--- src/rtl/alu_arbiter.sv ---
// Two-requester front end for a single shared ALU: round-robin grant, one operation
// in flight, registered response held until the consumer takes it.
module alu_arbiter #(
    parameter int unsigned CNT_W = 16
) (
    input  logic             clk_i,
    input  logic             rst_n,
    input  logic             req0_valid_i,
    output logic             req0_ready_o,
    input  logic [3:0]       req0_op_i,
    input  logic [31:0]      req0_src1_i,
    input  logic [31:0]      req0_src2_i,
    input  logic             req1_valid_i,
    output logic             req1_ready_o,
    input  logic [3:0]       req1_op_i,
    input  logic [31:0]      req1_src1_i,
    input  logic [31:0]      req1_src2_i,
    output logic [3:0]       alu_ctrl_o,
    output logic [31:0]      alu_src1_o,
    output logic [31:0]      alu_src2_o,
    input  logic [31:0]      alu_result_i,
    input  logic             alu_zero_i,
    output logic             resp_valid_o,
    input  logic             resp_ready_i,
    output logic             resp_id_o,
    output logic [31:0]      resp_result_o,
    output logic             resp_zero_o,
    output logic             resp_err_o,
    output logic [CNT_W-1:0] grant0_cnt_o,
    output logic [CNT_W-1:0] grant1_cnt_o
);

    typedef enum logic [1:0] {IDLE, ISSUE, RESP} state_t;

    state_t            r_state;
    logic              r_prio;
    logic              r_id;
    logic              r_err;
    logic [3:0]        r_alu_ctrl;
    logic [31:0]       r_alu_src1;
    logic [31:0]       r_alu_src2;
    logic              r_resp_valid;
    logic              r_resp_id;
    logic [31:0]       r_resp_result;
    logic              r_resp_zero;
    logic              r_resp_err;
    logic [CNT_W-1:0]  r_cnt0;
    logic [CNT_W-1:0]  r_cnt1;

    logic              w_gnt_id;
    logic              w_idle;
    logic              w_hs;
    logic [3:0]        w_op;
    logic [31:0]       w_src1;
    logic [31:0]       w_src2;
    logic              w_supp;

    // Lone requester wins outright; on contention the pointer decides.
    always_comb begin
        w_gnt_id = r_prio;
        if (req0_valid_i && !req1_valid_i)
            w_gnt_id = 1'b0;
        else if (req1_valid_i && !req0_valid_i)
            w_gnt_id = 1'b1;
    end

    // rst_n gating keeps both readies low while reset is held.
    assign w_idle       = (r_state == IDLE) && rst_n;
    assign req0_ready_o = w_idle && req0_valid_i && !w_gnt_id;
    assign req1_ready_o = w_idle && req1_valid_i && w_gnt_id;
    assign w_hs         = req0_ready_o || req1_ready_o;

    assign w_op   = w_gnt_id ? req1_op_i   : req0_op_i;
    assign w_src1 = w_gnt_id ? req1_src1_i : req0_src1_i;
    assign w_src2 = w_gnt_id ? req1_src2_i : req0_src2_i;
    assign w_supp = !w_op[3] || (w_op == 4'b1011) || (w_op == 4'b1110) || (w_op == 4'b1111);

    always_ff @(posedge clk_i or negedge rst_n) begin
        if (!rst_n) begin
            r_state       <= IDLE;
            r_prio        <= 1'b0;
            r_id          <= 1'b0;
            r_err         <= 1'b0;
            r_alu_ctrl    <= '0;
            r_alu_src1    <= '0;
            r_alu_src2    <= '0;
            r_resp_valid  <= 1'b0;
            r_resp_id     <= 1'b0;
            r_resp_result <= '0;
            r_resp_zero   <= 1'b0;
            r_resp_err    <= 1'b0;
            r_cnt0        <= '0;
            r_cnt1        <= '0;
        end else begin
            case (r_state)
                IDLE: begin
                    if (w_hs) begin
                        r_id       <= w_gnt_id;
                        r_err      <= !w_supp;
                        r_prio     <= !w_gnt_id;
                        r_alu_ctrl <= w_supp ? w_op   : 4'b0000;
                        r_alu_src1 <= w_supp ? w_src1 : '0;
                        r_alu_src2 <= w_supp ? w_src2 : '0;
                        if (!w_gnt_id && (r_cnt0 != '1))
                            r_cnt0 <= r_cnt0 + 1'b1;
                        if (w_gnt_id && (r_cnt1 != '1))
                            r_cnt1 <= r_cnt1 + 1'b1;
                        r_state    <= ISSUE;
                    end
                end
                ISSUE: begin
                    r_alu_ctrl    <= '0;
                    r_alu_src1    <= '0;
                    r_alu_src2    <= '0;
                    r_resp_valid  <= 1'b1;
                    r_resp_id     <= r_id;
                    r_resp_err    <= r_err;
                    r_resp_result <= r_err ? '0 : alu_result_i;
                    r_resp_zero   <= r_err ? 1'b0 : alu_zero_i;
                    r_state       <= RESP;
                end
                RESP: begin
                    if (resp_ready_i) begin
                        r_resp_valid <= 1'b0;
                        r_state      <= IDLE;
                    end
                end
                default: r_state <= IDLE;
            endcase
        end
    end

    assign alu_ctrl_o    = r_alu_ctrl;
    assign alu_src1_o    = r_alu_src1;
    assign alu_src2_o    = r_alu_src2;
    assign resp_valid_o  = r_resp_valid;
    assign resp_id_o     = r_resp_id;
    assign resp_result_o = r_resp_result;
    assign resp_zero_o   = r_resp_zero;
    assign resp_err_o    = r_resp_err;
    assign grant0_cnt_o  = r_cnt0;
    assign grant1_cnt_o  = r_cnt1;

endmodule

--- config.mk ---
export PLATFORM = sky130hd
export DESIGN_NAME = alu_arbiter
export DESIGN_NICKNAME = d
export VERILOG_FILES = /design/src/rtl/alu_arbiter.sv
export SDC_FILE = /design/constraint.sdc
export NUM_CORES = 1
export LEC_CHECK = 0
export BUFFER_PORTS_ARGS = -buffer_cell sky130_fd_sc_hd__buf_2
export CAP_MARGIN = 40
export CELL_PAD_IN_SITES_DETAIL_PLACEMENT = 1
export CELL_PAD_IN_SITES_GLOBAL_PLACEMENT = 2
export CORE_ASPECT_RATIO = 1.5
export CORE_MARGIN = 2
export CORE_UTILIZATION = 28
export CTS_CLUSTER_SIZE = 30
export DETAILED_ROUTE_END_ITERATION = 8
export PLACE_DENSITY_LB_ADDON = 0.2
export SYNTH_ARGS = -nofsm -noshare
export SYNTH_HDL_FRONTEND = slang
export SYNTH_SLANG_ARGS = --single-unit
--- constraint.sdc ---
create_clock -name clk_i -period 2.67 [get_ports clk_i]
set_clock_uncertainty 0.1 [all_clocks]
set_input_delay 0.1335 -clock clk_i [delete_from_list [all_inputs] [get_ports clk_i]]
set_output_delay 0.1335 -clock clk_i [all_outputs]
set_load 0.005 [all_outputs]
; After elaboration in Yosys (flattened, before gate mapping)
; Index checks and enable logic that the tools add are counted.
[word_totals]
output_inout_bits = 138
ff_bits = 141
[classes]
reduce_logical = 27
addsub = 2
muxes = 21
eq_ne = 9
[op_table]
columns = cell, n
row1 = 2-to-1 mux 32 bit, 7
row2 = case mux 32 bit (2 select lines), 2
row3 = "adder 16 x 1 -> 16 bit, second input constant", 2
row4 = "inequality test 16 bit, second input constant", 2
row5 = "equality test 4 bit, second input constant", 3
row6 = 2-to-1 mux 4 bit, 3
row7 = logical AND 1 bit, 9
row8 = case mux 4 bit (2 select lines), 1
row9 = AND reduction 2 bit, 4
row10 = case mux 2 bit (3 select lines), 1
row11 = AND reduction 3 bit, 2
row12 = zero test 1 bit, 5
row13 = logical OR 1 bit, 4
row14 = 2-to-1 mux 1 bit, 4
row15 = 2-to-1 mux 2 bit, 2
row16 = "inequality test 2 bit, second input constant", 2
row17 = nonzero test 2 bit, 2
row18 = "equality test 2 x 1 -> 1 bit, second input constant", 1
row19 = "equality test 2 bit, second input constant", 1
row20 = zero test 2 bit, 1
row21 = case mux 1 bit (2 select lines), 1

; Longest topological paths before layout
[depth]
ltp_word = 12
ltp_mapped = 8

; Least setup slack after synthesis
; No wires, ideal clock.
[synth_timing]
path_kind = reg-to-reg
from = reg r_prio
to = reg r_alu_src1[0] (netlist: alu_src1_o[0])
path_buffers = 3
t_required_ns = 2.448
setup_slack_ns = 0.696
stages_incl_launch_ff = 8
arrival_time_ns = 1.752
setup_ns = 0.122
synth_period_minus_slack_ns = 1.974
path_cell_list = dfrtp_1 -> maj3_2 -> buf_2 -> mux2_4 -> nand2b_4 -> buf_6 -> buf_6 -> a32o_1
[synth_between]
elab_chain_len = 10
elab_cells_between_ends = 20
[synth_rtl]
columns = element, line_no
row1 = from (decl), 36  ; logic r_prio;
row2 = from (signal assigned), 100  ; r_prio <= !w_gnt_id;
row3 = 2-to-1 mux 1 bit *, 63  ; else if (req1_valid_i && !req0_valid_i)
row4 = 2-to-1 mux 1 bit *, 61  ; if (req0_valid_i && !req1_valid_i)
row5 = 2-to-1 mux 4 bit, 73  ; assign w_op = w_gnt_id ? req1_op_i : req0_op_i;
row6 = equality test 4 bit or zero test 1 bit (tied branches), 76  ; assign w_supp = !w_op[3] || (w_op == 4'b1011) || (w_op == 4'b1110) || (w_op == 4'b1111);
row7 = logical OR 1 bit (3 in a row), 76
row8 = 2-to-1 mux 32 bit, 102  ; r_alu_src1 <= w_supp ? w_src1 : '0;
row9 = 2-to-1 mux 32 bit, 97  ; if (w_hs) begin
row10 = case mux 32 bit (2 select lines), 95  ; case (r_state)
row11 = to (signal assigned), 102
row12 = to (decl), 40  ; logic [31:0] r_alu_src1;
; Every way passes the cells marked *; elsewhere a longest branch is shown, timed or not. The select of a mux whose other input is x is not followed.
; A chain may end at the register's enable or synchronous reset.

; Final worst setup path
[layout_timing]
from = in req1_valid_i
to = reg r_alu_src2[19] (netlist: alu_src2_o[19])
[layout_between]
elab_chain_len = 11
elab_cells_between_ends = 24
[layout_rtl]
columns = element, line_no
row1 = from (decl), 13  ; input logic req1_valid_i,
row2 = logical AND 1 bit or zero test 1 bit (tied branches), "63, 61"
row3 = 2-to-1 mux 1 bit or logical AND 1 bit (tied branches), "63, 61"
row4 = 2-to-1 mux 1 bit, 61
row5 = 2-to-1 mux 4 bit, 73
row6 = equality test 4 bit or zero test 1 bit (tied branches), 76
row7 = logical OR 1 bit (3 in a row), 76
row8 = 2-to-1 mux 32 bit, 103  ; r_alu_src2 <= w_supp ? w_src2 : '0;
row9 = 2-to-1 mux 32 bit, 97
row10 = case mux 32 bit (2 select lines), 95
row11 = to (signal assigned), 103
row12 = to (decl), 41  ; logic [31:0] r_alu_src2;
; Parallel ways exist; a longest one is shown, timed or not. The select of a mux whose other input is x is not followed.

==> metrics.md <==
| Metric | Value |
|---|---|
| Cell taking the most area after synthesis | `dfrtp_1` |
| Final GP Congestion | `about 0.74` |
| Largest net degree at the start of global routing | `roughly 140` |
| Placed cells | `1219` |
| Register area share after synthesis | `52.0%` |
| Outcome | `complete, no violations` |
| Lkg Pwr | `4.92 nW` |
| Rows | `69` |
| Worst EP arrival | `approximately 2.7 ns` |
| RSZ-0062 raised after global routing | `false` |
| Worst Hold Path Cells | `4` |
| DR vias | `6184` |
| Hold Violations, Final | `0` |
| DRC viols | `0` |
| Die Wd | `131 um` |
| Clock sink count | `141` |
| Global-route wire length before repair | `36900 um` |
| FF-to-FF path depth | `4` |
| Fin cells | `1293` |
| Final TNS setup | `0 ns` |
| Layout area overhead | `41.2%` |
| Ys flop type | `dfrtp_1` |
| Tcrit/Tclk final | `93.2%` |
| CP Launch Type | `input port` |
| Full die area | `~0.026 sq mm` |
| CP Class | `in2reg` |
| Worst-Skew Late Latency | `0.42 ns` |
| Minimum clock period | `around 2.5 ns` |
| Worst-margin pin slew | `0.806 ns` |
| Pre-Repair DR Iteration Count | `7` |
| CTS HTree Levels | `4` |
| Area of the core | `0.0237 sq mm` |
| Fillers | `between 2000 and 3000` |
| Post-Syn Area | `0.00679 sq mm` |
| Power Density | `~900 mW/mm^2` |
| Syn nets | `800` |
| I/O pin total | `312` |
| Yosys reg bits | `roughly 140` |
| EDFF count, synth | `0` |
| Synth Warn # | `0` |
| Max Cap Viol | `0` |
| Longest Clk Path Bufs | `2` |
| Vias per inst | `4.78` |
| Initial core utilization | `28.6%` |
| Initial antenna violation count | `3` |
| Slew Limit Fails | `0` |
| Reg clk slew, reported paths | `roughly 0.060 ns` |
| VDD IR max | `0.452 mV` |
| Setup-failing EPs final | `0` |
| Initial DRC Count | `172` |
| Routed len/inst | `around 18 um` |
| All-Layer GR Usage | `18.3%` |
| Synth top area share | `52.0%` |
| GRT Residual Overflow | `0` |
| CP Max Fanout | `64` |
| Top cells by area, synth | `dfrtp_1, mux2i_1, a32o_1` |
| Worst hold path type | `in2reg` |
| Port bufs | `311` |
| Wirelength, routed | `23100 um` |
| Post-cts gate resize count | `0` |
| Layout cells sized above 1 | `37.5%` |
| Vias in the first global route | `about 6500` |
| FMAX | `402 MHz` |
| Netlist cell types | `38` |
| CTS tree | `yes` |
| Fin nets | `roughly 1100` |
| CP required | `between 2 and 3 ns` |
| Crit path capture type | `flop` |
| DP HPWL | `16000 um` |
| Asr flop ratio synth | `100%` |
| Clk root buf | `clkbuf_16` |
| Total CTS buffers | `17` |
| Final antenna-violating net count | `0` |
| Rel. slew slack | `46.3%` |
| Chip Height | `195 um` |
| Synth Instances | `around 620` |
| Avg Cell Area, Syn | `10.9 sq um` |
synth_stat cells, types with 3 or more instances:
master	number
dfrtp_1	141
nor2_1	78
mux2i_1	67
a32o_1	66
nand2_1	52
nand2b_1	37
o21ai_0	35
clkbuf_1	24
xnor2_1	18
nand3_1	17
buf_6	13
buf_2	9
a31oi_1	7
nand4_1	7
mux2_2	6
xor2_1	6
and3_1	5
inv_1	5
a21oi_1	4
nor4_1	4
o31ai_1	3
final cells by class:
cell class                      instances  area [sq um]  share of cell area, %
Sequential cell                       141          3530                   36.8
Multi-Input combinational cell        430          2970                   31.0
Timing Repair Buffer                  366          2130                   22.3
Clock buffer                           22           454                   4.74
Tap cell                              319           399                   4.17
Clock inverter                          8          70.1                  0.731
Inverter                                6          22.5                  0.235
Antenna cell                            1          2.50                 0.0261
metrics by stage:
stage | power, W | utilization (%) | setup WS (ns) | hold WS, ns | area [sq um]
after floorplan | 0.00502 | - | 0.696 | -0.262 | 6790
final | 0.00863 | 40.4 | 0.182 | 0.0186 | 9580
after detailed placement | 0.00650 | 36.3 | 0.195 | -0.147 | 8620
after global placement | 0.00645 | 36.3 | 0.222 | -0.148 | 8620
after global routing | 0.00926 | 40.4 | 0.0725 | 0.0195 | 9580
after CTS | 0.00879 | 40.3 | 0.193 | 0.00259 | 9580
worst max-delay path, stage by stage:
cell	delay, ns
dlygate4sd3_1	0.54
buf_2	0.17
maj3_4	0.50
mux2_4	0.37
nand2b_4	0.52
a32o_1	0.42
repair_timing:
| action | in CTS | in global routing |
|---|---|---|
| buffers inserted | 0 | 0 |
| hold buffers | 43 | 0 |
| setup endpoints to repair | 0 | 0 |
| endpoints found under the hold margin | 182 | 0 |
flip-flops by register name, summed over array words and instances (netlist names):
register / cells
alu_src1_o: 32
alu_src2_o: 32
resp_result_o: 32
grant0_cnt_o: 16
grant1_cnt_o: 16
alu_ctrl_o: 4
r_state: 2
r_err: 1
r_id: 1
r_prio: 1
resp_err_o: 1
resp_id_o: 1
resp_valid_o: 1
resp_zero_o: 1
logic make-up after synthesis:
logic type	count (synthesis)	synth area share, %
muxes	74	11.1
AOI/OAI and AO/OA	121	14.3
DFF	141	52.0
and+or+nand+nor	208	14.5
xor gates and xnor gates	24	3.10
adders and majority gates	3	0.535
buffers and inverters	53	4.54
layer usage:
layer | share of wire [%] | up-vias | GRT usage, %
li1 | - | 2918 | -
met1 | 41 | 2997 | 21.6
met2 | 50 | 242 | 31.8
met3 | 7.3 | 23 | 5.95
met4 | 1.6 | 4 | 5.60
met5 | 0.095 | - | 0
cell usage in the layout (no fill, tap or decap), types with 7 or more instances in the layout:
| cell type | count |
|---|---|
| nand2b_1 | 36 |
| a31oi_1 | 7 |
| clkbuf_16 | 17 |
| a32o_1 | 66 |
| nand2_1 | 52 |
| buf_2 | 310 |
| nor2_1 | 78 |
| dlygate4sd3_1 | 43 |
| xnor2_1 | 18 |
| o21ai_0 | 35 |
| nand3_1 | 16 |
| dfrtp_1 | 141 |
| buf_4 | 8 |
| nand4_1 | 7 |
| mux2i_1 | 67 |
final timing paths:
kind,end,start,slack [ns]
worst min-delay path,alu_src2_o[18],req0_src2_i[18],0.02
worst max register to register,alu_src2_o[19],r_prio,0.18
max in group asynchronous,alu_src2_o[16],rst_n,1.53
worst max-delay path,alu_src2_o[19],req1_valid_i,0.18
min in group asynchronous,r_err,rst_n,0.33
worst min register to register,resp_result_o[16],resp_result_o[16],0.37
power by group:
part / switching, W / leakage [nW] / total, W / internal, W
logic: 0.00161 / 2.82 / 0.00311 / 0.00150
registers: 0.000463 / 1.84 / 0.00335 / 0.00289
clock network: 0.000893 / 0.255 / 0.00218 / 0.00128
Note: power is estimated with default switching activity, not from simulation.
